[src/rtl/alarm_bank.sv]
`default_nettype none
// ============================================================================
// Module   : alarm_bank
// Purpose  : Multi-slot hh:mm:ss alarm store with field editing and a
//            ring / snooze / dismiss controller driven by a 1 Hz strobe.
// Revision : 1.0  initial release
// ============================================================================
module alarm_bank #(
    parameter int N_ALARMS   = 4,
    parameter int HOURS      = 24,
    parameter int CARRY      = 1,
    parameter int SNOOZE_SEC = 300,
    parameter int RING_SEC   = 60,
    parameter int MAX_SNOOZE = 3,
    localparam int IW = (N_ALARMS > 1) ? $clog2(N_ALARMS) : 1
) (
    input  logic                clk,
    input  logic                RESET,
    input  logic [IW-1:0]       sel,
    input  logic [1:0]          field,
    input  logic                inc,
    input  logic                dec,
    input  logic                en_toggle,
    input  logic [5:0]          cur_sec,
    input  logic [5:0]          cur_min,
    input  logic [4:0]          cur_hr,
    input  logic                sec_tick,
    input  logic                snooze,
    input  logic                dismiss,
    output logic [5:0]          rd_sec,
    output logic [5:0]          rd_min,
    output logic [4:0]          rd_hr,
    output logic [N_ALARMS-1:0] alarm_en,
    output logic                ring,
    output logic [IW-1:0]       ring_id
);

    localparam int TMAX = (SNOOZE_SEC > RING_SEC) ? SNOOZE_SEC : RING_SEC;
    localparam int TW   = $clog2(TMAX + 1);
    localparam int CW   = (MAX_SNOOZE > 0) ? $clog2(MAX_SNOOZE + 1) : 1;

    localparam logic [5:0]    c_MS_MAX    = 6'd59;
    localparam logic [4:0]    c_HR_MAX    = 5'(HOURS - 1);
    localparam logic [TW-1:0] c_RING_LOAD = TW'(RING_SEC);
    localparam logic [TW-1:0] c_SNZ_LOAD  = TW'(SNOOZE_SEC);
    localparam logic [TW-1:0] c_T_ONE     = TW'(1);
    localparam logic [CW-1:0] c_MAX_SNZ   = CW'(MAX_SNOOZE);
    localparam logic [CW-1:0] c_C_ONE     = CW'(1);
    localparam logic          c_CARRY     = (CARRY != 0);

    typedef enum logic [1:0] {
        S_IDLE    = 2'd0,
        S_RINGING = 2'd1,
        S_SNOOZE  = 2'd2
    } state_t;

    logic [5:0]          r_sec [N_ALARMS];
    logic [5:0]          r_min [N_ALARMS];
    logic [4:0]          r_hr  [N_ALARMS];
    logic [N_ALARMS-1:0] r_en;

    state_t              r_state, w_state_nxt;
    logic [TW-1:0]       r_timer, w_timer_nxt;
    logic [CW-1:0]       r_scnt, w_scnt_nxt;
    logic [IW-1:0]       r_ring_id, w_ring_id_nxt;
    logic                r_ring;

    logic [N_ALARMS-1:0] w_hit;
    logic [N_ALARMS-1:0] w_match;
    logic [IW-1:0]       w_match_id;
    logic                w_any_match;
    logic                w_sel_ok;
    logic                w_sel_en;
    logic                w_edit;
    logic                w_tog_off;
    logic [5:0]          w_rsec, w_rmin, w_nsec, w_nmin;
    logic [4:0]          w_rhr, w_nhr;
    logic                w_min_up, w_min_dn, w_hr_up, w_hr_dn;

    // One-hot slot decode; an out-of-range sel decodes to no slot at all.
    for (genvar gi = 0; gi < N_ALARMS; gi++) begin : g_dec
        assign w_hit[gi]   = (sel == IW'(gi));
        assign w_match[gi] = r_en[gi] && (r_sec[gi] == cur_sec) &&
                             (r_min[gi] == cur_min) && (r_hr[gi] == cur_hr);
    end

    assign w_sel_ok    = |w_hit;
    assign w_sel_en    = |(r_en & w_hit);
    assign w_any_match = |w_match;
    assign w_edit      = w_sel_ok && (inc ^ dec) && (field != 2'b11);
    assign w_tog_off   = en_toggle && w_sel_en && (sel == r_ring_id);

    always_comb begin
        w_rsec = '0;
        w_rmin = '0;
        w_rhr  = '0;
        for (int i = 0; i < N_ALARMS; i++) begin
            if (w_hit[i]) begin
                w_rsec = r_sec[i];
                w_rmin = r_min[i];
                w_rhr  = r_hr[i];
            end
        end
    end

    always_comb begin
        w_match_id = '0;
        for (int i = N_ALARMS - 1; i >= 0; i--) begin
            if (w_match[i]) w_match_id = IW'(i);
        end
    end

    // Field edit with ripple: sec wrap may step min, min wrap may step hr.
    always_comb begin
        w_nsec   = w_rsec;
        w_nmin   = w_rmin;
        w_nhr    = w_rhr;
        w_min_up = 1'b0;
        w_min_dn = 1'b0;
        w_hr_up  = 1'b0;
        w_hr_dn  = 1'b0;
        if (w_edit) begin
            case (field)
                2'b00: begin
                    if (inc) begin
                        if (w_rsec == c_MS_MAX) begin
                            w_nsec   = '0;
                            w_min_up = c_CARRY;
                        end else begin
                            w_nsec = w_rsec + 6'd1;
                        end
                    end else begin
                        if (w_rsec == 6'd0) begin
                            w_nsec   = c_MS_MAX;
                            w_min_dn = c_CARRY;
                        end else begin
                            w_nsec = w_rsec - 6'd1;
                        end
                    end
                end
                2'b01: begin
                    w_min_up = inc;
                    w_min_dn = dec;
                end
                2'b10: begin
                    w_hr_up = inc;
                    w_hr_dn = dec;
                end
                default: ;
            endcase
        end
        if (w_min_up) begin
            if (w_rmin == c_MS_MAX) begin
                w_nmin  = '0;
                w_hr_up = c_CARRY;
            end else begin
                w_nmin = w_rmin + 6'd1;
            end
        end else if (w_min_dn) begin
            if (w_rmin == 6'd0) begin
                w_nmin  = c_MS_MAX;
                w_hr_dn = c_CARRY;
            end else begin
                w_nmin = w_rmin - 6'd1;
            end
        end
        if (w_hr_up) begin
            w_nhr = (w_rhr == c_HR_MAX) ? 5'd0 : w_rhr + 5'd1;
        end else if (w_hr_dn) begin
            w_nhr = (w_rhr == 5'd0) ? c_HR_MAX : w_rhr - 5'd1;
        end
    end

    always_ff @(posedge clk) begin
        if (!RESET) begin
            for (int i = 0; i < N_ALARMS; i++) begin
                r_sec[i] <= '0;
                r_min[i] <= '0;
                r_hr[i]  <= '0;
            end
            r_en <= '0;
        end else begin
            for (int i = 0; i < N_ALARMS; i++) begin
                if (w_hit[i] && w_edit) begin
                    r_sec[i] <= w_nsec;
                    r_min[i] <= w_nmin;
                    r_hr[i]  <= w_nhr;
                end
                if (w_hit[i] && en_toggle) r_en[i] <= ~r_en[i];
            end
        end
    end

    always_comb begin
        w_state_nxt   = r_state;
        w_timer_nxt   = r_timer;
        w_scnt_nxt    = r_scnt;
        w_ring_id_nxt = r_ring_id;
        case (r_state)
            S_IDLE: begin
                if (sec_tick && w_any_match) begin
                    w_state_nxt   = S_RINGING;
                    w_timer_nxt   = c_RING_LOAD;
                    w_scnt_nxt    = '0;
                    w_ring_id_nxt = w_match_id;
                end
            end
            S_RINGING: begin
                if (w_tog_off || dismiss) begin
                    w_state_nxt = S_IDLE;
                end else if (snooze) begin
                    if (r_scnt < c_MAX_SNZ) begin
                        w_state_nxt = S_SNOOZE;
                        w_scnt_nxt  = r_scnt + c_C_ONE;
                        w_timer_nxt = c_SNZ_LOAD;
                    end else begin
                        w_state_nxt = S_IDLE;
                    end
                end else if (sec_tick && (r_timer != '0)) begin
                    w_timer_nxt = r_timer - c_T_ONE;
                    if (r_timer == c_T_ONE) w_state_nxt = S_IDLE;
                end
            end
            S_SNOOZE: begin
                if (w_tog_off || dismiss) begin
                    w_state_nxt = S_IDLE;
                end else if (sec_tick && (r_timer != '0)) begin
                    if (r_timer == c_T_ONE) begin
                        w_state_nxt = S_RINGING;
                        w_timer_nxt = c_RING_LOAD;
                    end else begin
                        w_timer_nxt = r_timer - c_T_ONE;
                    end
                end
            end
            default: w_state_nxt = S_IDLE;
        endcase
    end

    always_ff @(posedge clk) begin
        if (!RESET) begin
            r_state   <= S_IDLE;
            r_timer   <= '0;
            r_scnt    <= '0;
            r_ring_id <= '0;
            r_ring    <= 1'b0;
        end else begin
            r_state   <= w_state_nxt;
            r_timer   <= w_timer_nxt;
            r_scnt    <= w_scnt_nxt;
            r_ring_id <= w_ring_id_nxt;
            r_ring    <= (w_state_nxt == S_RINGING);
        end
    end

    assign rd_sec   = w_rsec;
    assign rd_min   = w_rmin;
    assign rd_hr    = w_rhr;
    assign alarm_en = r_en;
    assign ring     = r_ring;
    assign ring_id  = r_ring_id;

endmodule
`default_nettype wire
[config.mk]
export PLATFORM = sky130hd
export DESIGN_NAME = alarm_bank
export DESIGN_NICKNAME = d
export VERILOG_FILES = /design/src/rtl/alarm_bank.sv
export SDC_FILE = /design/constraint.sdc
export NUM_CORES = 1
export LEC_CHECK = 0
export ABC_CLOCK_PERIOD_IN_PS = 7200
export BUFFER_PORTS_ARGS = -buffer_cell sky130_fd_sc_hd__buf_4
export CAP_MARGIN = 20
export CORE_UTILIZATION = 53
export CTS_CLUSTER_SIZE = 20
export DETAILED_ROUTE_END_ITERATION = 8
export PLACE_DENSITY = 0.72
export SLEW_MARGIN = 30
export SYNTH_ARGS = -nofsm -noshare
export SYNTH_HDL_FRONTEND = slang
export SYNTH_SLANG_ARGS = --single-unit
[constraint.sdc]
create_clock -name clk -period 7.2 [get_ports clk]
set_input_delay 0 -clock clk [delete_from_list [all_inputs] [get_ports clk]]
set_output_delay 0 -clock clk [all_outputs]
set_load 0.02 [all_outputs]
; Word level (Yosys, flattened, before mapping)
; Memories as Yosys holds them, arrays and structs flattened.
; Cells that the tools add are included.
[op_classes]
add_sub_neg = 8
order_cmp = 1
eq_ne = 34
n_mux = 95
n_bitwise = 18
n_reduce_logical = 42
[op_table]
columns = op, count
row1 = $mux 6, 25
row2 = $mux 9, 8
row3 = $mux 5, 12
row4 = $eq 6x6->1, 8
row5 = $mux 2, 17
row6 = $mux 1, 28
row7 = $pmux 9 s3, 1
row8 = $logic_and 1x1->1, 26
row9 = $eq 5x5->1, 4
row10 = $ne 2x2->1 const B, 7
row11 = $add 6x1->6 const B, 2
row12 = $eq 6x6->1 const B, 2
row13 = $logic_not 6->1, 2
row14 = $or 1x1->1, 12
row15 = $reduce_or 4->1, 3
row16 = $sub 6x1->6 const B, 2
row17 = $eq 9x1->1 const B, 1
row18 = $reduce_bool 9->1, 1
row19 = $sub 9x1->9 const B, 1
row20 = $eq 2x1->1 const B, 4
row21 = $eq 2x2->1 const B, 4
row22 = $reduce_and 7->1, 1
row23 = $logic_not 2->1, 3
row24 = $ne 3x3->1 const B, 2
row25 = 18 further kinds, 22
[word_totals]
regBits = 20
mem_bits_rw = 68
inputBits = 29
word_cells = 210
memories = 3
[memory_table]
columns = memory, depth, width, read_ports, rd_ports_with_merged_regs, write_ports, line_no
row1 = r_min, 4, 6, 4, 0, 4, 58  ; logic [5:0] r_min [N_ALARMS];
row2 = r_sec, 4, 6, 4, 0, 4, 57  ; logic [5:0] r_sec [N_ALARMS];
row3 = r_hr, 4, 5, 4, 0, 4, 59  ; logic [4:0] r_hr [N_ALARMS];

; Depth between registers and ports, before layout
; Gate-level depths: netlist of run 1.
[depth]
word_depth = 15
mapped_depth = 13
depth_no_buf = 10

; Worst setup path after synthesis of run 1
; OpenSTA, ideal clock, no wires.
[synth_timing]
path_kind = register -> register
from = mem r_sec[3][1]
to = mem r_hr[2][2], data pin
setup_time_ps = 265
t_arrival_ps = 2633
t_required_ps = 6935
setup_slack_ps = 4302
path_stages_with_launch = 11
cell_sequence = edfxtp_1 -> mux4_2 -> inv_1 -> ha_1 -> nand2_1 -> o22ai_1 -> a31oi_2 -> o31ai_4 -> a22oi_1 -> xor2_1 -> nor2_1
[synth_lines]
columns = element, line_no
row1 = from (decl), 57
row2 = to (decl), 59

==> impl_results.md, run 1 <==
- #FFs+latches synth: 88
- RD Place Congestion: 0.940
- Root buf cell: clkbuf_16
- Hold buffer count at CTS: 0
- Total CTS buffers: 9
- Clock H-tree levels: 3
- Register share of total power: 42.7%
- Max VDD drop: approximately 0.19 mV
- Number of synthesized flops with an enable pin: 68
- Unique masters post-synth: 76
- Sw Ratio: 28.6%
- P_sw: 394 uW
- Worst rel slew slack: 30.9%
- Yosys top cell by area: edfxtp_1
- Synthesis warning total: 0
- IO Pins: 53
- Most frequent cells in the layout: 87 x nor2_1, 68 x edfxtp_1, 62 x xnor2_1, 58 x nand2_1, 53 x buf_4
- HP Class: in -> reg
- Synth Flop Type: edfxtp_1
- Nets: 734
- Final WL: between 15 and 20 mm
- DP HPWL: about 13 mm
- Post-route ant nets: 0
- Hold Path Stages: 4
- Mapped Cells: 658
- Ranking of synthesized cells by area: edfxtp_1 32%, xnor2_1 8.6%, dfxtp_1 6.3%, mux4_2 5.3%, nor2_1 5.2%
- Final Setup Violations: 0
- Reg2reg start: r_sec[3][1]$_SDFFCE_PN0P_
- Initial antenna violation count: 0
- Clock Power Share: between 30% and 40%
- Share of the synthesized area in the top cell type: 32.2%
- Initial DRC count: 537
- Core footprint: ~12000 um2
- Min Tclk post-route: about 3.3 ns
- Final instance area: 7070 um2
- DR vias: 5378
- DR vias/cell: around 6.4
- Comb pwr share: 21.3%
- N_diodes: 0
- Avg WL per Cell: 21.7 um
- WS Path Type: reg -> reg
- Period utilisation layout: between 40% and 50%
- Clock-pin transition on the worst setup and hold timing paths: 0.06 ns
- Chip Width: 111 um
- Postcts setup bufs: 0
- Vias in the first global route: a little over 5000
- Worst Max-Slew Pin Slew: 1.03 ns
- Reg-to-reg endpoint: r_hr[3][2]$_SDFFCE_PN0P_
- P_leak: 0.00257 uW
- Final TNS setup: 0 ns
- Sequential area share after synthesis: between 30% and 40%
- Pin count of the biggest net entering global routing: 34
- Worst Path Required: 7.26 ns
- Power Density: ~190 nW/um2
- Post-Synthesis Net Count: 703
- CP arrival: 3.37 ns
- Row count: 39
- Hold Fails Final Rpt: 0
- CTS tree: yes
- R2R cell count: 10
- Clk Latency, worst-skew pair: 0.34 ns
- Max-cap violation count: 0
- Internal: between 900 and 1000 uW
- Layout Area Growth over Synthesis: 11.6%
- Layout cell share with drive strength beyond 1: 16.6%
- Clock Sinks: a little under 90
- Async S/R FF share, synth: 0%
- CTS resizes: 0
- Max Root-Sink Buffers: 2
- Crit end category: register
- Mapped Area: 6340 um2
- I/O Buffers: 52
- Status: finished with violations
- Min-delay src: en_toggle
- Mean Syn Cell Area: between 9 and 10 um2
- CP startpoint: r_sec[3][1]$_SDFFCE_PN0P_
- First-pass GRT wire length: 28.1 mm
- Drt first pass iters: 7
- Post-DP Area: a little under 7000 um2
- Startpoint Class: register
- DR DRC count: 8
- Total GRT Usage: between 20% and 30%
- Gr ovfl total: 0
- Clk_skew: 0.00650 ns
- Die area: 12400 um2
- Unrepaired setup endpoints after global routing: no
- R2R setup slack: 3.89 ns
- Hold Slack: 0.0155 ns
- Violated checks: DRC
- Die height: ~110 um
- Crit Path Max Fanout: 9
- Commonest non-fill, non-tap cell in the layout: nor2_1
- Slew Viols, Final: 0
- Hold Crit Endpoint: alarm_en[1]$_SDFFE_PN0P_
- Maximum clock frequency: 0.302 GHz
- Starting Density: 55.0%
worst max-delay path: stages, from the launching register on:
cell      delay (ns)
edfxtp_1        0.40
mux4_2          0.57
inv_1           0.15
ha_1            0.18
nand2_1         0.06
o22ai_1         0.28
a31oi_2         0.24
o31ai_4         0.53
a22oi_1         0.19
xor2_1          0.34
nor2_1          0.08
cell type report:
class	instances	area [um2]
Multi-Input combinational cell	515	3660
Timing Repair Buffer	53	398
Inverter	22	82.6
Clock buffer	10	229
Clock inverter	6	83.8
Fill cell	994	4440
Sequential cell	88	2440
Tap cell	143	179
stage by stage:
step	worst slack (ns)	util, %	total power (uW)	cells
after floorplan	4.30	-	794	658
after CTS	3.89	61.3	1370	837
after global placement	3.90	58.6	883	821
after global routing	3.68	61.4	1420	837
after detailed placement	3.83	58.6	887	821
final	3.89	61.4	1380	837
routing by layer:
metal	track usage, %	wire (um)
met5	0	0
met4	8.20	244
met3	4.95	1350
met2	47.8	8480
met1	42.5	8060
cell families (layout without fill, tap and decap cells):
family	Yosys count	count (layout)	share of synthesized area, %
simple gates	283	283	22.2
compound gates	101	101	12.4
flops	88	88	38.5
xor+xnor	82	82	11.3
buf+inv	55	91	3.91
mux	33	33	8.45
fa+ha+maj	16	16	3.16
worst max-delay path by stage:
stage,endpoint,slack [ns],depth (start not counted)
after global routing,r_hr[2][2]$_SDFFCE_PN0P_,3.68,10
after CTS,r_hr[1][2]$_SDFFCE_PN0P_,3.89,10
after detailed placement,r_hr[1][2]$_SDFFCE_PN0P_,3.83,11
final,r_hr[3][2]$_SDFFCE_PN0P_,3.89,10
after global placement,r_hr[2][2]$_SDFFCE_PN0P_,3.90,11
after floorplan,r_hr[2][2]$_SDFFCE_PN0P_,4.30,10
cell usage after synthesis (5+ instances only):
cell type and number:
nor2_1 87, edfxtp_1 68, xnor2_1 62, nand2_1 61
nand4_1 30, clkbuf_1 23, nor3_1 23, inv_1 21
dfxtp_1 20, nand3_1 20, xor2_1 20, o21ai_0 17
ha_1 16, mux4_2 15, a21oi_1 14, mux2i_1 13
nor2b_1 12, nand2b_1 8, or2_2 6, a31oi_1 5
o32ai_1 5
sequential cells by signal, summed over array words and instances (netlist names):
signal    cells
ring_id       2
r_scnt        2
alarm_en      4
r_timer       9
r_state       2
ring          1
r_min        24
r_hr         20
r_sec        24
power by group through the flow:
stage | clock network (uW) | registers [uW] | logic [uW]
after global routing | 517 | 590 | 313
after detailed placement | 0 | 599 | 288
after CTS | 497 | 588 | 290
final | 495 | 589 | 293
after floorplan | 0 | 595 | 199
after global placement | 0 | 597 | 285
Note: power is estimated with default switching activity, not from simulation.
==> inputs of run 2 (changes only) <==
ABC_CLOCK_PERIOD_IN_PS = 2800   (was 7200)
PLACE_DENSITY = 0.75   (was 0.72)
clock period = 2.8 ns   (was 7.2 ns; I/O delays follow)
==> run 2 against run 1 <==
Effect of this change: the flow still finishes with violations (DRC); final area up 7.9%; hold slack improved by 0.0059 ns; first-iteration DRC count grew 18%; non-clock buffer count grew 60; clock power grew to 2.5 times the previous value; sequential cell count is the same; fmax increased by 21%; via count rose by 4.7%; wire length up 4.1%; clock skew shrank 0.0015 ns; cell count increased by 7.2%; setup slack got worse by 3.8 ns.
==> impl_results.md, run 2 (same netlist as run 1, synthesis figures left out) <==
- Status: finished with violations
- Violated checks: DRC
- DR vias/cell: 6.28 (-2.3%)
- Avg WL per Cell: 21.0 um (-2.9%)
- DR vias: 5633 (+4.7%)
- P_leak: 0.00288 uW (+12%)
- CP arrival: 2.82 ns (-0.55 ns)
- Worst Path Required: 2.89 ns (-4.37 ns)
- Top routing layer in use: met4
- Final Setup Violations: 0 (unchanged)
- Chip Width: 111 um (unchanged)
- Row count: 39 (unchanged)
- Die height: 111 um (unchanged)
- Pin count of the biggest net entering global routing: 32 (-5.9%)
- Post-Route M1 WL: 8.20 mm (+1.8%)
- CTS tree: yes
- Clk_skew: 0.00504 ns (-0.00147 ns)
- Startpoint Class: register
- RD Place Congestion: 1.01 (+7.3%)
- Maximum clock frequency: 0.365 GHz (+21%)
- Gr ovfl total: 0 (unchanged)
- Total CTS buffers: 9 (unchanged)
- Post-route ant nets: 0 (unchanged)
- Max-cap violation count: 0 (unchanged)
- Max VDD drop: 0.426 mV (+130%)
- Crit Path Max Fanout: 4 (-5)
- Regs by FF count: r_min: 24 flops, r_sec: 24 flops, r_hr: 20 flops
- Met2 wire len: 8.68 mm (+2.4%)
- IO Pins: 53 (unchanged)
- Most frequent cells in the layout: 110 x buf_4, 87 x nor2_1, 68 x edfxtp_1, 62 x xnor2_1, 60 x nand2_1
- Met3 Wirelength: 1.64 mm (+22%)
- Min Tclk post-route: 2.74 ns (-0.572 ns)
- DR DRC count: 10 (+2)
- Clock Sinks: 88 (unchanged)
- Initial antenna violation count: 0 (unchanged)
- Final Core Density: 66.3% (+4.9 points)
- Power Density: 477 nW/um2 (+150%)
- Worst Max-Slew Pin Slew: 0.668 ns (-0.367 ns)
- Layout Area Growth over Synthesis: 20.5%
- Commonest non-fill, non-tap cell in the layout: buf_4
- Starting Density: 55.0% (unchanged)
- Clock H-tree levels: 3 (unchanged)
- Core footprint: 11500 um2 (unchanged)
- Root buf cell: clkbuf_16
- Slew Viols, Final: 0 (unchanged)
- Total GRT Usage: 30.9% (+0.96 points)
- Drt first pass iters: 7 (unchanged)
- WS Path Type: reg -> reg
- Clk Latency, worst-skew pair: 0.34 ns (about the same)
- DP HPWL: 14.3 mm (+8.5%)
- HP Class: in -> reg
- Worst rel slew slack: 55.0% (+24 points)
- Vias in the first global route: 5273 (+4.8%)
- Period utilisation layout: 97.8% (+52 points)
- Die area: 12400 um2 (unchanged)
- Max Root-Sink Buffers: 2 (unchanged)
- Total design power: 3640 uW (+160%)
- Hold Fails Final Rpt: 0 (unchanged)
- Clock-pin transition on the worst setup and hold timing paths: 0.06 ns (about the same)
- I/O Buffers: 52 (unchanged)
- Nets: 794 (+8.2%)
- Initial DRC count: 633 (+18%)
- Final WL: 18.9 mm (+4.1%)
- First-pass GRT wire length: 29.1 mm (+3.6%)
- N_diodes: 0 (unchanged)
- Layout cell share with drive strength beyond 1: 24.1% (+7.6 points)
- Crit end category: register
## run 2: final cells by class
class / count / area, um2
inverter: 22 / 82.6
clock inverter: 7 / 85.1
multi-input combinational: 515 / 3750
sequential: 88 / 2440
fill: 943 / 3880
clock buffer: 9 / 225
timing repair buffer: 113 / 868
tap: 143 / 179
## run 2: what timing repair did
item,CTS,global route
setup buffers,3,7
setup endpoints to repair,24,49
hold buffers,0,0
pin swaps,3,11
gates resized for setup,3,18
## run 2: path summary, 6_finish.rpt
path	start	end	slack, ns	depth (start not counted)
min	en_toggle	alarm_en[2]$_SDFFE_PN0P_	0.02	4
min reg2reg	r_scnt[1]$_SDFFE_PN0P_	r_scnt[1]$_SDFFE_PN0P_	0.47	2
max	r_sec[1][0]$_SDFFCE_PN0P_	r_min[3][2]$_SDFFCE_PN0P_	0.06	9
max reg2reg	r_sec[1][0]$_SDFFCE_PN0P_	r_min[3][2]$_SDFFCE_PN0P_	0.06	9
## run 2: metal layers
layer  vias up  global-route usage (%)
met2       283                    49.2
li1       2587                       -
met1      2737                    43.1
met3        26                    6.37
met5         -                       0
met4         0                    8.29
## run 2: per-stage QoR
step | hold WS, ns | instance area (um2) | TNS (ns) | setup WS (ns) | cells
floorplan | 0.178 | 6340 | 0 | 0.0311 | 658
global placement | 0.354 | 7140 | 0 | 0.0442 | 871
detailed placement | 0.367 | 7140 | -0.434 | -0.0718 | 871
CTS | 0.0148 | 7500 | 0 | 0.00531 | 890
global route | 0.0372 | 7630 | -0.0967 | -0.0167 | 897
finish | 0.0215 | 7630 | 0 | 0.0606 | 897
## run 2: critical path, stage by stage, from the launching register on
cell      delay [ns]
edfxtp_1        0.42
mux4_2          0.56
ha_1            0.26
nand2b_1        0.09
o22ai_2         0.11
a31oi_4         0.24
and4b_1         0.24
a311oi_1        0.29
a21o_1          0.21
nor2_1          0.06
## run 2: power by group
group	switching, uW	internal, uW	leakage (uW)	total (uW)
Sequential	43.4	1470	0.000872	1510
Clock	489	774	0.000152	1260
Combinational	513	357	0.00185	869
==> inputs of run 3 (changes only) <==
ABC_AREA = 1   (was not set)
==> run 3 against run 2 <==
Effect of this change: the flow still finishes with violations (DRC); count of clock-buffer cells in the layout stayed put; first-iteration DRC count is 12% lower; combinational power is 16% lower.
==> impl_results.md, run 3 <==
- Status: finished with violations
- Violated checks: DRC
- Regs by FF count: r_min: 24 flops, r_sec: 24 flops, r_hr: 20 flops
- P_leak: 0.00322 uW (+12%)
- IO Pins: 53 (unchanged)
- Final Core Density: 62.0% (-4.3 points)
- Final TNS setup: 0 ns (unchanged)
- Clk_skew: 0.00893 ns (+0.00390 ns)
- Post-Synthesis Net Count: 937 (+33%)
- Unique masters post-synth: 47 (-38%)
- WS Path Type: reg -> reg
- Worst Path Required: 2.87 ns (-0.02 ns)
- Startpoint Class: register
- Root buf cell: clkbuf_16
- Hold Crit Endpoint: ring$_SDFF_PN0_
- Post-route ant nets: 0 (unchanged)
- Clock Sinks: 88 (unchanged)
- DP HPWL: 13.4 mm (-6.6%)
- Mux contribution to synthesized area: 0% (-8.5 points)
- Final instance area: 7410 um2 (-2.9%)
- HP Class: in -> reg
- Pin count of the biggest net entering global routing: 18 (-44%)
- Nets: 997 (+26%)
- Ranking of synthesized cells by area: edfxtp_1 31%, nand2_1 13%, nor2_1 7.7%, dfxtp_1 6.2%, inv_1 6.1%
- Slew Viols, Final: 0 (unchanged)
- CTS tree: yes
- R2R cell count: 15 (+6)
- DR DRC count: 1 (-9)
- Starting Density: 54.3% (-0.71 points)
- Post-DP Area: 7060 um2 (-1.1%)
- First-pass GRT wire length: 28.9 mm (-0.66%)
- Clk Latency, worst-skew pair: 0.35 ns (about the same)
- Synth Area in Adders: 3.08% (-0.078 points)
- Final WL: 18.1 mm (-4.2%)
- Maximum clock frequency: 0.404 GHz (+11%)
- Commonest non-fill, non-tap cell in the layout: nand2_1
- Worst Max-Slew Pin Slew: 0.759 ns (+0.0916 ns)
- Drt first pass iters: 8 (+1)
- Initial antenna violation count: 0 (unchanged)
- Most common cell in the netlist: nand2_1
- Final Setup Violations: 0 (unchanged)
- Total CTS buffers: 9 (unchanged)
- Main combinational cell family by area after synthesis: simple AND/OR/NAND/NOR gates
- Power Density: 478 nW/um2 (+0.21%)
- Mapped Area: 6500 um2 (+2.5%)
- Row count: 40 (+2.6%)
- #FFs+latches synth: 88 (unchanged)
- Mapped Cells: 892 (+36%)
- RD Place Congestion: 0.907 (-10%)
- DR vias/cell: 5.62 (-10%)
- Min-delay src: dismiss
- Async S/R FF share, synth: 0% (unchanged)
- Avg WL per Cell: 16.4 um (-22%)
- Chip Width: 113 um (+1.2%)
- CP arrival: 2.54 ns (-0.28 ns)
- Vias in the first global route: 5804 (+10%)
- Crit Path Max Fanout: 7 (+3)
- Die area: 12700 um2 (+2.5%)
- Synthesis warning total: 0 (unchanged)
- Crit end category: register
- Reg-to-reg endpoint: r_hr[2][0]$_SDFFCE_PN0P_
- Synth Flop Type: edfxtp_1
- Die height: 113 um (+1.2%)
- Max-cap violation count: 0 (unchanged)
- Max VDD drop: 0.337 mV (-21%)
- Clock H-tree levels: 3 (unchanged)
- I/O Buffers: 52 (unchanged)
- Simple-gate portion of the synthesized area: 32.8% (+11 points)
- CTS resizes: 0 (-3)
- Period utilisation layout: 88.4% (-9.5 points)
- Gr ovfl total: 0 (unchanged)
- Core footprint: 12000 um2 (+3.9%)
- Number of synthesized flops with an enable pin: 68 (unchanged)
- N_diodes: 0 (unchanged)
- R2R setup slack: 0.33 ns (+0.27 ns)
- Yosys top cell by area: edfxtp_1
- Complex-gate fraction of the synthesized area: 12.4% (+0.061 points)
- DR vias: 6209 (+10%)
- Max Root-Sink Buffers: 2 (unchanged)
- Share of the synthesized area in the top cell type: 31.4% (-0.79 points)
- Hold Path Stages: 5 (+1)
- Initial DRC count: 558 (-12%)
- Total GRT Usage: 29.5% (-1.5 points)
- Unrepaired setup endpoints after global routing: no
- Min Tclk post-route: 2.47 ns (-0.265 ns)
- Post-Synth XOR/XNOR Area: 6.07% (-5.3 points)
- Sequential area share after synthesis: 37.6% (-0.95 points)
- Layout cell share with drive strength beyond 1: 14.5% (-9.6 points)
- Mean Syn Cell Area: 7.28 um2 (-24%)
- Clock-pin transition on the worst setup and hold timing paths: 0.07 ns (about the same)
- Hold Fails Final Rpt: 0 (unchanged)
- Reg2reg start: r_sec[2][0]$_SDFFCE_PN0P_
- Most frequent cells after synthesis: 218 x nand2_1, 133 x nor2_1, 105 x inv_1, 68 x edfxtp_1, 55 x o21ai_0
- Layout Area Growth over Synthesis: 14.1%
- Hold buffer count at CTS: 3 (+3)
- Most frequent cells in the layout: 218 x nand2_1, 133 x nor2_1, 105 x inv_1, 68 x edfxtp_1, 63 x buf_4
- Worst rel slew slack: 49.3% (-5.7 points)
- Postcts setup bufs: 0 (-3)
## run 3: cell count changes after synthesis, moves of 15 or more
| cell | change |
|---|---|
| nand3_1 | +30 |
| inv_1 | +84 |
| mux4_2 | -15 |
| nand4_1 | -20 |
| xnor2_1 | -33 |
| a21oi_1 | +40 |
| nor2_1 | +46 |
| o21ai_0 | +38 |
| nor3_1 | -17 |
| nand2_1 | +157 |
## run 3: layout make-up
class                      instances  area (um2)
timing repair buffer              66         503
fill                            1116        4550
sequential                        88        2440
clock buffer                       9         225
inverter                         114         428
tap                              147         184
multi-input combinational        673        3540
clock inverter                     7        93.8
## run 3: cells by family (layout without fill, tap and decap cells)
family / Yosys count / after routing
AO/OA/AOI/OAI: 142 / 142
XOR/XNOR: 45 / 45
adder cells (fa/ha/maj): 16 / 16
buffers and inverters: 131 / 196
flip-flops: 88 / 88
AND/OR/NAND/NOR: 470 / 470
## run 3: report_power, final
part	total (uW)	internal (uW)	switching, uW
registers	1510	1470	47.4
clock network	1300	782	519
logic	729	252	477
## run 3: how the worst max path moves through the flow
stage | start | endpoint | slack, ns | cells past startpoint
after floorplan | sel[1] | r_hr[0][0]$_SDFFCE_PN0P_ | 0.50 | 18
after global placement | sel[1] | r_sec[0][4]$_SDFFCE_PN0P_ | 0.23 | 16
after detailed placement | sel[1] | r_hr[3][0]$_SDFFCE_PN0P_ | 0.19 | 17
after CTS | r_sec[2][0]$_SDFFCE_PN0P_ | r_hr[2][0]$_SDFFCE_PN0P_ | 0.34 | 15
after global routing | r_sec[2][0]$_SDFFCE_PN0P_ | r_hr[2][0]$_SDFFCE_PN0P_ | 0.16 | 15
final | r_sec[2][0]$_SDFFCE_PN0P_ | r_hr[2][0]$_SDFFCE_PN0P_ | 0.33 | 15
## run 3: metrics by stage
stage	setup WS, ns	instances	total power, uW	hold WS (ns)
floorplan	0.498	892	2010	0.123
global placement	0.227	1085	2250	0.317
detailed placement	0.187	1085	2250	0.314
CTS	0.344	1104	3540	0.101
global route	0.165	1104	3670	0.149
finish	0.326	1104	3540	0.102
## run 3: worst max-delay path, cell delays in order, from the launching register on
cell and delay [ns]:
edfxtp_1 0.43, inv_1 0.08, nor2_1 0.05, nor3_2 0.33
inv_1 0.13, ha_1 0.21, inv_1 0.09, nor2_2 0.05
nand3_1 0.14, nand2_2 0.10, nand3_2 0.10, o21ai_4 0.11
nor2_1 0.12, nand2_1 0.09, nand3_2 0.10, nor2_1 0.05
## run 3: layer usage
layer / GRT usage (%) / up-vias / part of all wire [%]
met5: 0 / - / 0
li1: - / 3030 / -
met2: 49.7 / 276 / 48
met3: 3.27 / 32 / 7.7
met4: 12.8 / 0 / 2.3
met1: 38.5 / 2871 / 43
